File: config.mk
export PLATFORM = sky130hd
export DESIGN_NAME = serial_adder
export DESIGN_NICKNAME = d
export VERILOG_FILES = /design/src/rtl/serial_adder.sv
export SDC_FILE = /design/constraint.sdc
export NUM_CORES = 1
export LEC_CHECK = 0
export CELL_PAD_IN_SITES_DETAIL_PLACEMENT = 0
export CELL_PAD_IN_SITES_GLOBAL_PLACEMENT = 1
export CORE_UTILIZATION = 42
export DETAILED_ROUTE_END_ITERATION = 8
export PLACE_DENSITY_LB_ADDON = 0.1
export SYNTH_ARGS = -nofsm -noshare
export SYNTH_HDL_FRONTEND = slang
export SYNTH_SLANG_ARGS = --single-unit
File: constraint.sdc
create_clock -name clk -period 2.47 [get_ports clk]
set_clock_uncertainty 0.15 [all_clocks]
set_input_delay 0.247 -clock clk [delete_from_list [all_inputs] [get_ports clk]]
set_output_delay 0.247 -clock clk [all_outputs]
set_load 0.02 [all_outputs]
File: src/rtl/serial_adder.sv
// Bit-serial WIDTH-bit adder: operands latched on start, summed LSB-first.
// Optional subtract mode: define SERIAL_ADDER_SUB_EN to add the sub port.

module full_adder (
  input  logic a,
  input  logic b,
  input  logic ci,
  output logic s,
  output logic co
);

  assign s  = a ^ b ^ ci;
  assign co = (a & b) | (ci & (a ^ b));

endmodule

module serial_adder #(
  parameter int WIDTH = 8
) (
  input  logic             clk,
  input  logic             reset,
  input  logic             start,
  input  logic [WIDTH-1:0] a,
  input  logic [WIDTH-1:0] b,
  input  logic             c_in,
`ifdef SERIAL_ADDER_SUB_EN
  input  logic             sub,
`endif
  output logic             busy,
  output logic             done,
  output logic [WIDTH-1:0] sum,
  output logic             c_out
);

  localparam int CW = $clog2(WIDTH + 1);

  typedef enum logic [1:0] {
    IDLE,
    SHIFT,
    DONE
  } state_t;

  state_t state, state_n;

  logic [WIDTH-1:0] a_q;
  logic [WIDTH-1:0] b_q;
  logic [WIDTH-1:0] res_q;
  logic [WIDTH-1:0] res_n;
  logic             carry_q;
  logic [CW-1:0]    cnt_q;
  logic             fa_s;
  logic             fa_co;
  logic             last;
  logic [WIDTH-1:0] b_ld;
  logic             c_ld;

`ifdef SERIAL_ADDER_SUB_EN
  // Two's complement subtract: a + ~b + 1, c_out=1 means no borrow.
  always_comb begin
    b_ld = sub ? ~b : b;
    c_ld = sub ? 1'b1 : c_in;
  end
`else
  always_comb begin
    b_ld = b;
    c_ld = c_in;
  end
`endif

  full_adder u_fa (
    .a  (a_q[0]),
    .b  (b_q[0]),
    .ci (carry_q),
    .s  (fa_s),
    .co (fa_co)
  );

  assign last = (cnt_q == CW'(WIDTH - 1));

  // New sum bit enters at the MSB so bit 0 lands at the LSB after WIDTH shifts.
  always_comb begin
    res_n            = res_q >> 1;
    res_n[WIDTH-1]   = fa_s;
  end

  always_ff @(posedge clk) begin
    if (reset) state <= IDLE;
    else       state <= state_n;
  end

  always_comb begin
    state_n = state;
    unique case (state)
      IDLE:    if (start) state_n = SHIFT;
      SHIFT:   if (last)  state_n = DONE;
      DONE:    state_n = IDLE;
      default: state_n = IDLE;
    endcase
  end

  always_ff @(posedge clk) begin
    if (reset) begin
      a_q     <= '0;
      b_q     <= '0;
      res_q   <= '0;
      carry_q <= 1'b0;
      cnt_q   <= '0;
      sum     <= '0;
      c_out   <= 1'b0;
    end else begin
      unique case (state)
        IDLE: begin
          if (start) begin
            a_q     <= a;
            b_q     <= b_ld;
            carry_q <= c_ld;
            res_q   <= '0;
            cnt_q   <= '0;
          end
        end
        SHIFT: begin
          a_q     <= a_q >> 1;
          b_q     <= b_q >> 1;
          res_q   <= res_n;
          carry_q <= fa_co;
          cnt_q   <= cnt_q + 1'b1;
          if (last) begin
            sum   <= res_n;
            c_out <= fa_co;
          end
        end
        default: ;
      endcase
    end
  end

  assign busy = (state == SHIFT);
  assign done = (state == DONE);

endmodule

# Yosys cells after proc, flatten, opt, wreduce, memory -nomap -nowiden
# Index checks and enable logic that the tools add are counted.
[totals]
wordCells = 37
in_bits = 20
ff_bits = 40
[op_classes]
n_reduce_logical = 5
mux = 13
add_sub_neg = 1
n_bitwise = 5
n_eq_ne = 5
[ops]
columns = ["operator", "n"]
rows = [
  ["one-hot mux 8 bit (2 select lines)", 3],
  ["two-way mux 8 bit", 3],
  ["one-hot mux 4 bit (2 select lines)", 1],
  ["AND reduction 2 bit", 3],
  ["adder 4 x 1 -> 4 bit (second input constant)", 1],
  ["equality test 4 x 3 -> 1 bit (second input constant)", 1],
  ["two-way mux 2 bit", 2],
  ["two-way mux 4 bit", 1],
  ["one-hot mux 2 bit (2 select lines)", 1],
  ["bitwise AND 1 bit", 2],
  ["equality test 2 x 1 -> 1 bit (second input constant)", 1],
  ["equality test 2 bit (second input constant)", 1],
  ["logical NOT 2 bit", 1],
  ["!= test 2 x 1 -> 1 bit (second input constant)", 1],
  ["!= test 2 bit (second input constant)", 1],
  ["one-hot mux 1 bit (2 select lines)", 1],
  ["nonzero test 2 bit", 1],
  ["XOR 1 bit", 2],
  ["two-way mux 1 bit", 1],
  ["bitwise OR 1 bit", 1],
]

# Logic depth before layout (Yosys ltp)
[depth]
depth_word = 4
depth_mapped = 5
depth_no_buf = 4

# Cells and area by module
# A second synthesis with hierarchy kept.
[unflattened]
hier_cells = 184
hier_area_um2 = 1762.9
[by_module_without_submodules]
columns = ["mod", "instances", "cells_each", "area_each_um2"]
rows = [
  ["serial_adder", 1, 183, 1742.9],
  ["full_adder", 1, 1, 20.0],
]

# Worst setup path after synthesis
# OpenSTA, ideal clock, no wires.
[synth_path]
path_kind = "flip-flop to output port"
from = "register state[1]"
to = "output done"
n_path_buf = 1
setup_slack_ps = 1104
arrival_ps = 969
path_stages_with_launch = 4
path_cell_list = "dfxtp_1 inv_1 clkbuf_1 nor2_1"
[synth_between]
elab_chain_len = 1
[synth_rtl]
columns = ["element", "line", "text"]
rows = [
  ["from (decl)", "43", "state_t state, state_n;"],
  ["from (signal assigned)", "88", "else state <= state_n;"],
  ["equality test 2 bit", "138", "assign done = (state == DONE);"],
  ["to (decl)", "30", "output logic done,"],
]
# No other way between the ends.

# Worst setup path in the final report
# Ends and elaborated chain as after synthesis.

==> impl_metrics.ini <==
[outcome]
status = finished, final reports clean

[sta]
fmax_ghz = 0.475
setup_ws_ns = 0.366
finalHoldViolCount = 0
min_period_ns = 2.10
worstMarginPinSlew_ns = 0.557
hold_ws_ns = 0.327
setup-tns-final_ns = 0
slew_headroom = 0.628
setup_violations = 0
slew_viol_final = 0
rsz0062_at_grt = false
finalCritPeriodShare = 0.852

[synthesis]
yosysUniqueCellTypes = 30
yosysWarningCount = 0
synth_nets = 187
syn_avg_cell_area_um2 = 10.0
ys_seq_area_frac = 0.471
synth_seq_cells = 39
netlist_instances = 165
synth.cell_area_um2 = 1660

[min_path]
hold_class = flop to flop

[drt]
antenna_left = 0
drt_iter0_drc = 44
route.detailed.drc = 0
via_per_inst = 5.22
avgRoutedWirePerCell_um = 13.8
routed-via-count = 1269
totalWireLength_um = 3350
firstDrtPassIters = 4

[clock_tree]
cts_tree = built
cts_resized = 0
cts_made_buffers = 5
cts_sinks = 39
path_clk_slew_ns = 0.08
htreeDepth = 2
cts_max_path_buffers = 2
cts_setup_buffers = 0
cts.hold.buffers_added = 0
clock_latency_ns = 0.29
clockRootBuffer = clkbuf_8

[floorplan]
die_area_um2 = 4200
die_x_um = 64.8
core_area_um2 = 3720
num_rows = 22
io_pins = 31
start_util = 0.446
die_h_um = 64.8

[setup_path]
crit_required_ns = 2.07
cp.arrival_ns = 1.71
cp_max_fo = 14
cp-end-kind = output pin
worstSetupStartpointType = flop
crit_type = flop to output pin

[final_layout]
drive_above_1_share = 0.0923
fillers = 349
num-nets-final = 216
num_antenna_cells = 0
syn_to_final_growth_pct = 27.0
final_cell_count_no_fill = 243

[place]
io_buffers = 30
place_inst = 235
dp_slack_ns = 0.428
gp_congestion = 0.747
hpwl_um = 2370

[grt]
gr-total-overflow = 0
grt_pass1_vias = 1249
grt_pass1_wl_um = 5740
grt_max_degree = 19
antenna_found_initial = 0
grtUsageTotal = 0.182

[flow_run]
max_cap_viol_count = 0

[power]
power_density_nw_per_um2 = 714
power_uw = 1500
total_leakage_power_uw = 0.000749
peakVddDrop_uv = 383
[layout by cell type (no fill, tap or decap), types with 2 or more instances in the layout]
master           netlist  final
dfxtp_1               39     39
o22ai_1                7      7
o2bb2ai_1              5      5
clkbuf_8               0      5
a211oi_1              13     13
bufinv_16              0      2
buf_4                  4      4
a221o_1                3      3
nand3_1                2      2
a22o_1                 9      9
a31oi_1                3      3
inv_1                  3      3
and2_1                 3      3
mux2i_1                9      9
nor2_2                 2      2
nand2b_1              21     21
clkdlybuf4s50_1        0     30
nor2_1                19     19
nand3b_1               4      4
[per-stage QoR]
stage,utilization,cell area (um^2)
after global placement,0.530,1970
after detailed placement,0.530,1970
final,0.567,2110
after floorplan,-,1660
after CTS,0.567,2110
after global routing,0.567,2110
[cell families (layout without fill, tap and decap cells)]
group,after synthesis,after routing,share of synthesized area
fa+ha+maj,2,2,0.0196
buf+inv,15,45,0.0543
compound gates,43,43,0.204
mux,9,9,0.0543
flops,39,39,0.471
simple gates,57,57,0.197
[where the power goes]
| part | switching [uW] | internal, uW |
|---|---|---|
| Combinational | 89.1 | 91.4 |
| Clock | 233 | 403 |
| Sequential | 22.4 | 665 |
[cells in the mapped netlist, drive strengths merged]
library cell	instances	share of area
nor4b	1	0.0091
buf	9	0.041
mux2i	9	0.054
a22o	9	0.048
o31ai	1	0.0045
a211oi	13	0.059
nand2b	22	0.085
o2bb2ai	5	0.026
o22ai	7	0.026
nor2	22	0.057
ha	1	0.0075
a221o	3	0.018
nor3	1	0.0030
o21ba	1	0.0060
nand3b	4	0.018
nor2b	1	0.0038
a31oi	3	0.011
clkbuf	3	0.0068
or3	1	0.0038
a21o	1	0.0045
fa	1	0.012
and2	3	0.011
dfxtp	39	0.47
nand3	2	0.0060
inv	3	0.0068
[critical path, stage by stage, from the launching register on]
cell	delay, ns
dfxtp_1	0.40
inv_1	0.24
nor2_1	0.16
clkdlybuf4s50_1	0.61
[per-layer routing]
| metal | track usage | routed length, um | share of wire |
|---|---|---|---|
| met5 | 0 | 0 | 0 |
| met4 | 0.0583 | 42 | 0.013 |
| met3 | 0.0739 | 172 | 0.051 |
| met2 | 0.290 | 1570 | 0.47 |
| met1 | 0.221 | 1570 | 0.47 |
[cell type report]
cell class | count | area, um^2 | share of cell area
flip-flops and latches | 39 | 781 | 0.371
repair buffers | 34 | 330 | 0.157
clock inverters | 3 | 67.6 | 0.0321
well taps | 48 | 60.1 | 0.0285
multi-input cells | 111 | 787 | 0.374
inverters | 3 | 11.3 | 0.00535
clock buffers | 5 | 68.8 | 0.0327
[worst paths after layout]
check                                           start  slack, ns                  end  depth (start not counted)
worst min register to register    sum[2]$_SDFFE_PP0P_       0.33  sum[2]$_SDFFE_PP0P_                          2
worst max-delay path            state[1]$_SDFFE_PP0P_       0.37                 done                          3
worst max register to register  cnt_q[0]$_SDFFE_PP0P_       0.88  sum[6]$_SDFFE_PP0P_                          4
worst min-delay path              sum[2]$_SDFFE_PP0P_       0.33  sum[2]$_SDFFE_PP0P_                          2
[state kept, by name, indices dropped and copies added (netlist names)]
| register | count |
|---|---|
| sum | 8 |
| a_q | 8 |
| c_out | 1 |
| res_q | 7 |
| b_q | 8 |
| cnt_q | 4 |
| carry_q | 1 |
| state | 2 |
Note: power is estimated with default switching activity, not from simulation.
